<file path="config.mk">
export PLATFORM = sky130hd
export DESIGN_NAME = bcd_serial_subtractor
export DESIGN_NICKNAME = d
export VERILOG_FILES = /design/src/rtl/bcd_pkg.sv /design/src/rtl/bcd_digit_sub.sv /design/src/rtl/bcd_serial_subtractor.sv
export SDC_FILE = /design/constraint.sdc
export NUM_CORES = 1
export LEC_CHECK = 0
export BUFFER_PORTS_ARGS = -buffer_cell sky130_fd_sc_hd__buf_2
export CELL_PAD_IN_SITES_DETAIL_PLACEMENT = 1
export CELL_PAD_IN_SITES_GLOBAL_PLACEMENT = 1
export CORE_ASPECT_RATIO = 0.6
export CORE_MARGIN = 1
export CORE_UTILIZATION = 38
export CTS_CLUSTER_DIAMETER = 150
export CTS_CLUSTER_SIZE = 8
export DETAILED_ROUTE_END_ITERATION = 16
export PLACE_DENSITY_LB_ADDON = 0.15
export SETUP_SLACK_MARGIN = 0.02
export SLEW_MARGIN = 20
export SYNTH_ARGS = -nofsm -noshare
export SYNTH_HDL_FRONTEND = slang
export SYNTH_SLANG_ARGS = --single-unit
</file>
<file path="constraint.sdc">
create_clock -name i_clk -period 3.15 [get_ports i_clk]
set_input_delay 0.1575 -clock i_clk [delete_from_list [all_inputs] [get_ports i_clk]]
set_output_delay 0.1575 -clock i_clk [all_outputs]
set_load 0.01 [all_outputs]
</file>
<file path="src/rtl/bcd_pkg.sv">
// Shared constants, state encoding and digit helper for the serial BCD subtractor.
package bcd_pkg;

    localparam int DIGIT_W  = 4;
    localparam int BCD_MAX  = 9;
    localparam int BCD_BASE = 10;

    typedef enum logic [1:0] {
        IDLE,
        SUB,
        COMP,
        FIN
    } state_t;

    // True when a 4-bit nibble is a legal BCD digit (0..9).
    function automatic logic isBcdDigit(input logic [DIGIT_W-1:0] v);
        return (v <= DIGIT_W'(BCD_MAX));
    endfunction

endpackage

</file>
<file path="src/rtl/bcd_digit_sub.sv">
// Single-digit BCD subtractor: diff = a - b - borrowIn, wrapped into 0..9 with
// a borrow out. The top reuses it for the ten's-complement pass as 0 - d - borrow,
// where "no borrow" plays the role of the complement carry.
module bcd_digit_sub
    import bcd_pkg::*;
(
    input  logic [DIGIT_W-1:0] i_a,
    input  logic [DIGIT_W-1:0] i_b,
    input  logic               i_borrow,
    output logic [DIGIT_W-1:0] o_diff,
    output logic               o_borrow
);

    logic [DIGIT_W:0] w_raw;

    // Subtract in one extra bit so the sign tells us whether to add the base back.
    always_comb begin
        w_raw = {1'b0, i_a} - {1'b0, i_b} - {{DIGIT_W{1'b0}}, i_borrow};
        if (w_raw[DIGIT_W]) begin
            o_diff   = w_raw[DIGIT_W-1:0] + DIGIT_W'(BCD_BASE);
            o_borrow = 1'b1;
        end else begin
            o_diff   = w_raw[DIGIT_W-1:0];
            o_borrow = 1'b0;
        end
    end

endmodule

</file>
<file path="src/rtl/bcd_serial_subtractor.sv">
// Digit-serial BCD subtractor producing |A-B| with a sign flag.
// One digit per cycle LSD first; a second pass ten's-complements the result when
// the subtraction borrowed out. Optional input validation is enabled by defining
// the macro BCD_INPUT_CHECK_EN (undefined by default: ERR is tied low).
module bcd_serial_subtractor
    import bcd_pkg::*;
#(
    parameter int DIGITS = 4
) (
    input  logic                    i_clk,
    input  logic                    i_rst_n,
    input  logic                    i_start,
    input  logic [4*DIGITS-1:0]     i_a,
    input  logic [4*DIGITS-1:0]     i_b,
    output logic                    o_busy,
    output logic                    o_done,
    output logic [4*DIGITS-1:0]     o_d,
    output logic                    o_neg,
    output logic                    o_err
);

    localparam int W     = DIGIT_W * DIGITS;
    localparam int IDX_W = $clog2(DIGITS + 1);
    localparam logic [IDX_W-1:0] LAST_IDX = IDX_W'(DIGITS - 1);

    state_t             r_state;
    logic [W-1:0]       r_a;
    logic [W-1:0]       r_b;
    logic [W-1:0]       r_res;
    logic [W-1:0]       r_d;
    logic               r_borrow;
    logic               r_busy;
    logic               r_done;
    logic               r_neg;
    logic [IDX_W-1:0]   r_idx;

    logic [DIGIT_W-1:0] w_opA;
    logic [DIGIT_W-1:0] w_opB;
    logic [DIGIT_W-1:0] w_diff;
    logic               w_bout;
    logic [W-1:0]       w_resNext;

    // SUB feeds the low operand digits; COMP feeds 0 - (low result digit).
    always_comb begin
        w_opA = r_a[DIGIT_W-1:0];
        w_opB = r_b[DIGIT_W-1:0];
        if (r_state == COMP) begin
            w_opA = '0;
            w_opB = r_res[DIGIT_W-1:0];
        end
    end

    bcd_digit_sub u_digit (
        .i_a      (w_opA),
        .i_b      (w_opB),
        .i_borrow (r_borrow),
        .o_diff   (w_diff),
        .o_borrow (w_bout)
    );

    // New digit enters the result at the top; after DIGITS shifts digit 0 sits at the bottom.
    if (DIGITS == 1) begin : g_single
        assign w_resNext = w_diff;
    end else begin : g_multi
        assign w_resNext = {w_diff, r_res[W-1:DIGIT_W]};
    end

`ifdef BCD_INPUT_CHECK_EN
    logic r_bad;
    logic r_err;
    logic w_inBad;

    // Flag any non-BCD nibble on the operands being accepted.
    always_comb begin
        w_inBad = 1'b0;
        for (int i = 0; i < DIGITS; i++) begin
            if (!isBcdDigit(i_a[i*DIGIT_W +: DIGIT_W]) || !isBcdDigit(i_b[i*DIGIT_W +: DIGIT_W])) begin
                w_inBad = 1'b1;
            end
        end
    end

    assign o_err = r_err;
`else
    assign o_err = 1'b0;
`endif

    // Control FSM plus operand/result shift registers and registered outputs.
    always_ff @(posedge i_clk) begin
        if (!i_rst_n) begin
            r_state  <= IDLE;
            r_a      <= '0;
            r_b      <= '0;
            r_res    <= '0;
            r_borrow <= 1'b0;
            r_idx    <= '0;
            r_busy   <= 1'b0;
            r_done   <= 1'b0;
            r_d      <= '0;
            r_neg    <= 1'b0;
`ifdef BCD_INPUT_CHECK_EN
            r_bad    <= 1'b0;
            r_err    <= 1'b0;
`endif
        end else begin
            case (r_state)
                IDLE: begin
                    r_done <= 1'b0;
                    if (i_start) begin
                        r_a      <= i_a;
                        r_b      <= i_b;
                        r_res    <= '0;
                        r_borrow <= 1'b0;
                        r_idx    <= '0;
                        r_busy   <= 1'b1;
                        r_state  <= SUB;
`ifdef BCD_INPUT_CHECK_EN
                        r_bad    <= w_inBad;
`endif
                    end
                end
                SUB: begin
                    r_a   <= r_a >> DIGIT_W;
                    r_b   <= r_b >> DIGIT_W;
                    r_res <= w_resNext;
                    if (r_idx == LAST_IDX) begin
                        r_idx    <= '0;
                        r_borrow <= 1'b0;
`ifdef BCD_INPUT_CHECK_EN
                        if (r_bad) begin
                            r_state <= FIN;
                            r_done  <= 1'b1;
                            r_d     <= '0;
                            r_neg   <= 1'b0;
                            r_err   <= 1'b1;
                        end else
`endif
                        if (w_bout) begin
                            r_state <= COMP;
                        end else begin
                            r_state <= FIN;
                            r_done  <= 1'b1;
                            r_d     <= w_resNext;
                            r_neg   <= 1'b0;
`ifdef BCD_INPUT_CHECK_EN
                            r_err   <= 1'b0;
`endif
                        end
                    end else begin
                        r_idx    <= r_idx + IDX_W'(1);
                        r_borrow <= w_bout;
                    end
                end
                COMP: begin
                    r_res <= w_resNext;
                    if (r_idx == LAST_IDX) begin
                        r_idx    <= '0;
                        r_borrow <= 1'b0;
                        r_state  <= FIN;
                        r_done   <= 1'b1;
                        r_d      <= w_resNext;
                        r_neg    <= 1'b1;
`ifdef BCD_INPUT_CHECK_EN
                        r_err    <= 1'b0;
`endif
                    end else begin
                        r_idx    <= r_idx + IDX_W'(1);
                        r_borrow <= w_bout;
                    end
                end
                FIN: begin
                    r_done  <= 1'b0;
                    r_busy  <= 1'b0;
                    r_state <= IDLE;
                end
                default: begin
                    r_state <= IDLE;
                end
            endcase
        end
    end

    assign o_busy = r_busy;
    assign o_done = r_done;
    assign o_d    = r_d;
    assign o_neg  = r_neg;

endmodule

</file>
---- After elaboration in Yosys (flattened, before gate mapping) ----
Index checks and enable logic that the tools add are counted.
word-level totals
  input bits .............................. 35
  word-level logic and storage cells ...... 69
  output and inout bits ................... 20
  bits in registers ....................... 73
operators by class
  equal/unequal tests ..................... 8
  $add $sub $neg .......................... 4
  reductions and logical operators ........ 13
  mux-type cells .......................... 34
operators with widths
  cell                   number
  $pmux W16 S2           4
  $mux W16               6
  $mux W4                3
  $mux W1                10
  $pmux W2 S4            1
  $reduce_bool A2 Y1     4
  $mux W2                3
  $mux W3                2
  $ne A2 B2 Y1 const B   3
  $pmux W1 S2            3
  $pmux W3 S2            1
  $reduce_and A2 Y1      3
  $reduce_and A3 Y1      2
  $sub A4 B4 Y5          1
  $sub A5 B1 Y5          1
  $add A4 B4 Y4 const B  1
  $eq A2 B2 Y1 const B   2
  $reduce_and A4 Y1      1
  $reduce_or A2 Y1       2
  $add A3 B1 Y3 const B  1
  $eq A3 B2 Y1 const B   1
  $pmux W1 S3            1
  $eq A2 B1 Y1 const B   1
  $logic_not A2 Y1       1
  $ne A2 B1 Y1 const B   1

---- Longest topological paths before layout ----
  word-level depth ........................ 9
  gate-level depth with buffers ........... 13
  mapped depth without buffers ............ 11

---- Modules after synthesis ----
From an unflattened synthesis, not the netlist that was laid out.
second synthesis, totals
  cell total of the unflattened synthesis .. 383
  area, all modules ....................... 3732.3 um^2
by module, submodules not included
  module                 cells each  instances  area an instance (um^2)
  bcd_serial_subtractor  351         1          3458.3
  bcd_digit_sub          32          1          274.0

---- Worst setup path before layout ----
OpenSTA, ideal clock, no wires.
  kind .................................... register to register
  start ................................... reg r_state[0]
  end ..................................... reg r_d[0], in the netlist o_d[0]
  cell stages (with the launch flop) ...... 13
  required time ........................... 3.022 ns
  setup slack ............................. 0.136 ns
  arrival ................................. 2.886 ns
  path through ............................ dfxtp_1 -> inv_1 -> ha_1 -> buf_2 -> mux2i_1 -> fa_1 -> fa_1 -> nand2b_4 -> a22o_4 -> o31ai_4 -> buf_6 -> mux2i_1 -> nor2_1
between the ends
  longest elaborated chain between the ends .. 7
  elaborated cells between the ends (all ways) .. 13
  those cells by class .................... add/sub (2); eq/ne (5); mux (4); reduce/logical (2)
RTL lines
  what                                RTL line                                                   source
  start: declaration                  bcd_serial_subtractor.sv:26                                state_t r_state;
  start signal: assignment            bcd_serial_subtractor.sv:91                                r_state <= IDLE;
  start signal: assignment            bcd_serial_subtractor.sv:116                               r_state <= SUB;
  start signal: assignment            bcd_serial_subtractor.sv:139                               r_state <= COMP;
  $eq A2 B2 Y1                        bcd_serial_subtractor.sv:47, bcd_serial_subtractor.sv:106
  $mux W4                             bcd_serial_subtractor.sv:47                                if (r_state == COMP) begin
  $sub A4 B4 Y5                       bcd_digit_sub.sv:18                                        w_raw = {1'b0, i_a} - {1'b0, i_b} - {{DIGIT_W{1'b0}}, i_borrow};
  $sub A5 B1 Y5                       bcd_digit_sub.sv:18
  $mux W1                             bcd_digit_sub.sv:19                                        if (w_raw[DIGIT_W]) begin
  $ne A2 B2 Y1 (no source line)       --
  $reduce_and A4 Y1 (no source line)  --
  end signal: assignment              bcd_serial_subtractor.sv:143                               r_d <= w_resNext;
  end signal: assignment              bcd_serial_subtractor.sv:161                               r_d <= w_resNext;
  end: declaration                    bcd_serial_subtractor.sv:30                                logic [W-1:0] r_d;
Parallel ways exist; a longest one is shown, timed or not.
A chain may end at the register's enable or synchronous reset.

---- Final worst setup path ----
  start ................................... reg r_state[0]
  end ..................................... reg r_d[1], in the netlist o_d[1]
The elaborated chain is that of the path after synthesis.

==> impl_metrics.env <==
export IMPL_fin_nets=439
export IMPL_gp_congestion=0.737
export IMPL_p_int_mw=2.94
export IMPL_ant_nets=0
export IMPL_worst_setup_path_start_kind="flop"
export IMPL_setup_viol=0
export IMPL_io_pins=55
export IMPL_vias_per_cell=5.13
export IMPL_vias=2593
export IMPL_htreeDepth=3
export IMPL_synth_area_um2=3240
export IMPL_power_density_nw_per_um2=1170
export IMPL_tightest_slew_ns=0.750
export IMPL_grt_pass1_wl_um=12800
export IMPL_slew_headroom_pct=49.7
export IMPL_initial_core_util_pct=40.1
export IMPL_outcome="completed"
export IMPL_grt_max_degree=49
export IMPL_cts_buffer_depth=2
export IMPL_power_switching_mw=1.78
export IMPL_worstSkewPairLatency_ns=0.33
export IMPL_dp_slack_ns=-0.00335
export IMPL_required_ns=3.35
export IMPL_fmaxAchievable_mhz=337
export IMPL_row_count=25
export IMPL_numCtsBuffers=9
export IMPL_mostFrequentLayoutCell="dfxtp_1"
export IMPL_rsz0062_at_grt="no"
export IMPL_postPlaceCellArea_um2=3610
export IMPL_core_area_um2=8070
export IMPL_synth_nets=386
export IMPL_die_h_um=73.5
export IMPL_multi_input_area_um2=1640
export IMPL_power_leakage_nw=1.65
export IMPL_io_buffer_count=53
export IMPL_crit_type="flop to flop"
export IMPL_clock_skew_ns=0.00871
export IMPL_fin_setup_tns_ns=0
export IMPL_switching_share_pct=37.8
export IMPL_crit_path_end_kind="flop"
export IMPL_clkPwrFrac_pct=26.1
export IMPL_synth_edff_count=0
export IMPL_layout_common_cells="dfxtp_1 (72), nor2_1 (71), buf_2 (53)"
export IMPL_antenna_found_initial=0
export IMPL_die_area_um2=8910
export IMPL_fin_crit_ns=2.96
export IMPL_antenna_cells=0
export IMPL_cts_tree="done"
export IMPL_synth_ff_type="dfxtp_1"
export IMPL_drive_above_1_share_pct=23.9
export IMPL_area_growth_synth_to_final_pct=24.6
export IMPL_async_flop_share_pct=0
export IMPL_routed_wl_um=7680
export IMPL_hpwl_um=5230
export IMPL_syn_avg_cell_area_um2=9.55
export IMPL_ys_types=40
export IMPL_dr_first_iter_drc_count=145
export IMPL_hold_violations=0
export IMPL_drv_cap=0
export IMPL_n_fill_cell=936
export IMPL_fin_ws_ns=0.186
export IMPL_ys_warn_count=0
export IMPL_ctsRootBufferMaster="clkbuf_16"
export IMPL_grt_overflow_total=0
export IMPL_die_x_um=121
export IMPL_grt_pass1_vias=2529
export IMPL_dr_pass1_iters=4
export IMPL_yosysSeqAreaShare_pct=45.1
export IMPL_post_drt_wl_per_cell_um=15.2
export IMPL_grt_use_total_pct=19.1
export IMPL_hold_class="primary input to flop"
export IMPL_design_area_um2=4030
export IMPL_synth_cells=339
export IMPL_power_frac_seq_pct=27.6
export IMPL_period_share_pct=94.1
export IMPL_vdd_drop_max_mv=0.495
export IMPL_slew_viol_final=0
export IMPL_crit_fanout=10
export IMPL_path_clk_slew_ns=0.06
export IMPL_seq_area_um2=1460
export IMPL_comb_power_share_pct=46.3
export IMPL_finalPower_mw=4.73
export IMPL_clock_sinks=73
export IMPL_crit_arrival_ns=3.16
export IMPL_drcViolationCount=0
export IMPL_synth_seq_cells=73
[kinds of logic (layout without fill, tap and decap cells)]
group | after synthesis | count (layout) | share of synthesized area, %
and+or+nand+nor | 100 | 100 | 13.3
AOI/OAI and AO/OA | 73 | 73 | 17.2
DFF | 73 | 73 | 45.1
muxes | 44 | 44 | 13.7
buffers and inverters | 33 | 91 | 4.75
adders and majority gates | 12 | 12 | 5.10
xor gates and xnor gates | 3 | 3 | 0.812
other | 1 | 1 | 0.116
[stage by stage]
stage | cells | util, % | hold slack (ns)
2_1_floorplan | 339 | - | 0.306
3_3_place_gp | 486 | 44.8 | 0.396
3_5_place_dp | 486 | 44.8 | 0.407
4_1_cts | 503 | 49.6 | 0.0552
5_1_grt | 505 | 50.0 | 0.0643
6_report | 505 | 50.0 | 0.0625
[worst max-delay path: stages (launching register included)]
cell and delay (ns):
dfxtp_2 0.33, inv_1 0.11, ha_4 0.19, buf_4 0.13, mux2_2 0.34, ha_1 0.21
inv_1 0.06, ha_1 0.24, and2_4 0.15, a22o_4 0.25, o31ai_4 0.24, buf_4 0.16
buf_12 0.14, mux2i_2 0.22, nor2_1 0.05
[cells in the mapped netlist, types with 2 or more instances]
library cell / n / area (um^2)
mux2_2: 2 / 22.5
dfxtp_1: 73 / 1460
nand3_1: 3 / 15.0
mux2i_1: 42 / 420
o21ai_0: 4 / 20.0
inv_1: 7 / 26.3
nand2b_1: 5 / 31.3
a22oi_1: 22 / 165
nor2_1: 71 / 267
a21oi_1: 8 / 40.0
buf_2: 9 / 45.0
a211oi_1: 25 / 188
nand2_1: 10 / 37.5
fa_1: 2 / 40.0
xnor2_1: 2 / 17.5
nor2b_1: 4 / 25.0
or3_1: 2 / 12.5
a32oi_1: 2 / 17.5
buf_6: 2 / 22.5
ha_1: 10 / 125
o21bai_1: 3 / 22.5
clkbuf_1: 13 / 48.8
[power groups by stage]
stage | Sequential, mW | Clock (mW) | Combinational [mW]
6_report | 1.31 | 1.23 | 2.19
5_1_grt | 1.34 | 1.30 | 2.42
2_1_floorplan | 1.29 | 0 | 1.63
3_3_place_gp | 1.31 | 0 | 2.09
3_5_place_dp | 1.32 | 0 | 2.15
4_1_cts | 1.30 | 1.26 | 2.19
[flip-flops by register name, summed over array words and instances, names as in the netlist]
| signal | count |
|---|---|
| r_b | 16 |
| r_state | 2 |
| o_done | 1 |
| r_res | 16 |
| r_borrow | 1 |
| o_d | 16 |
| o_neg | 1 |
| r_idx | 3 |
| o_busy | 1 |
| r_a | 16 |
[path summary, 6_finish.rpt]
kind                                  from       end  slack, ns  depth (start not counted)
worst max register to register  r_state[0]    o_d[1]       0.19                         14
worst max-delay path            r_state[0]    o_d[1]       0.19                         14
worst min-delay path               i_a[14]   r_a[14]       0.06                          3
worst min register to register    r_idx[2]  r_idx[2]       0.44                          2
[routing by layer]
layer | vias up | track usage (%) | share of wire, %
li1 | 1298 | - | -
met1 | 1245 | 26.9 | 54
met2 | 40 | 28.1 | 41
met3 | 10 | 5.59 | 3.5
met4 | 0 | 6.17 | 1.3
met5 | - | 0 | 0
[cell type report]
| cell class | count | share of cell area (%) |
|---|---|---|
| multi-input combinational | 233 | 40.8 |
| clock buffer | 10 | 5.68 |
| sequential | 73 | 36.3 |
| inverter | 8 | 0.744 |
| tap | 108 | 3.35 |
| timing repair buffer | 67 | 9.99 |
| clock inverter | 6 | 3.23 |
[timing repair]
item,4_1_cts,5_1_grt
hold buffers,0,0
hold endpoints to repair,0,0
setup buffers,0,2
gates resized for setup,2,4
endpoints found under the setup margin,13,17
pin swaps,1,1
cloned,1,0
(Power assumes the default switching activity.)
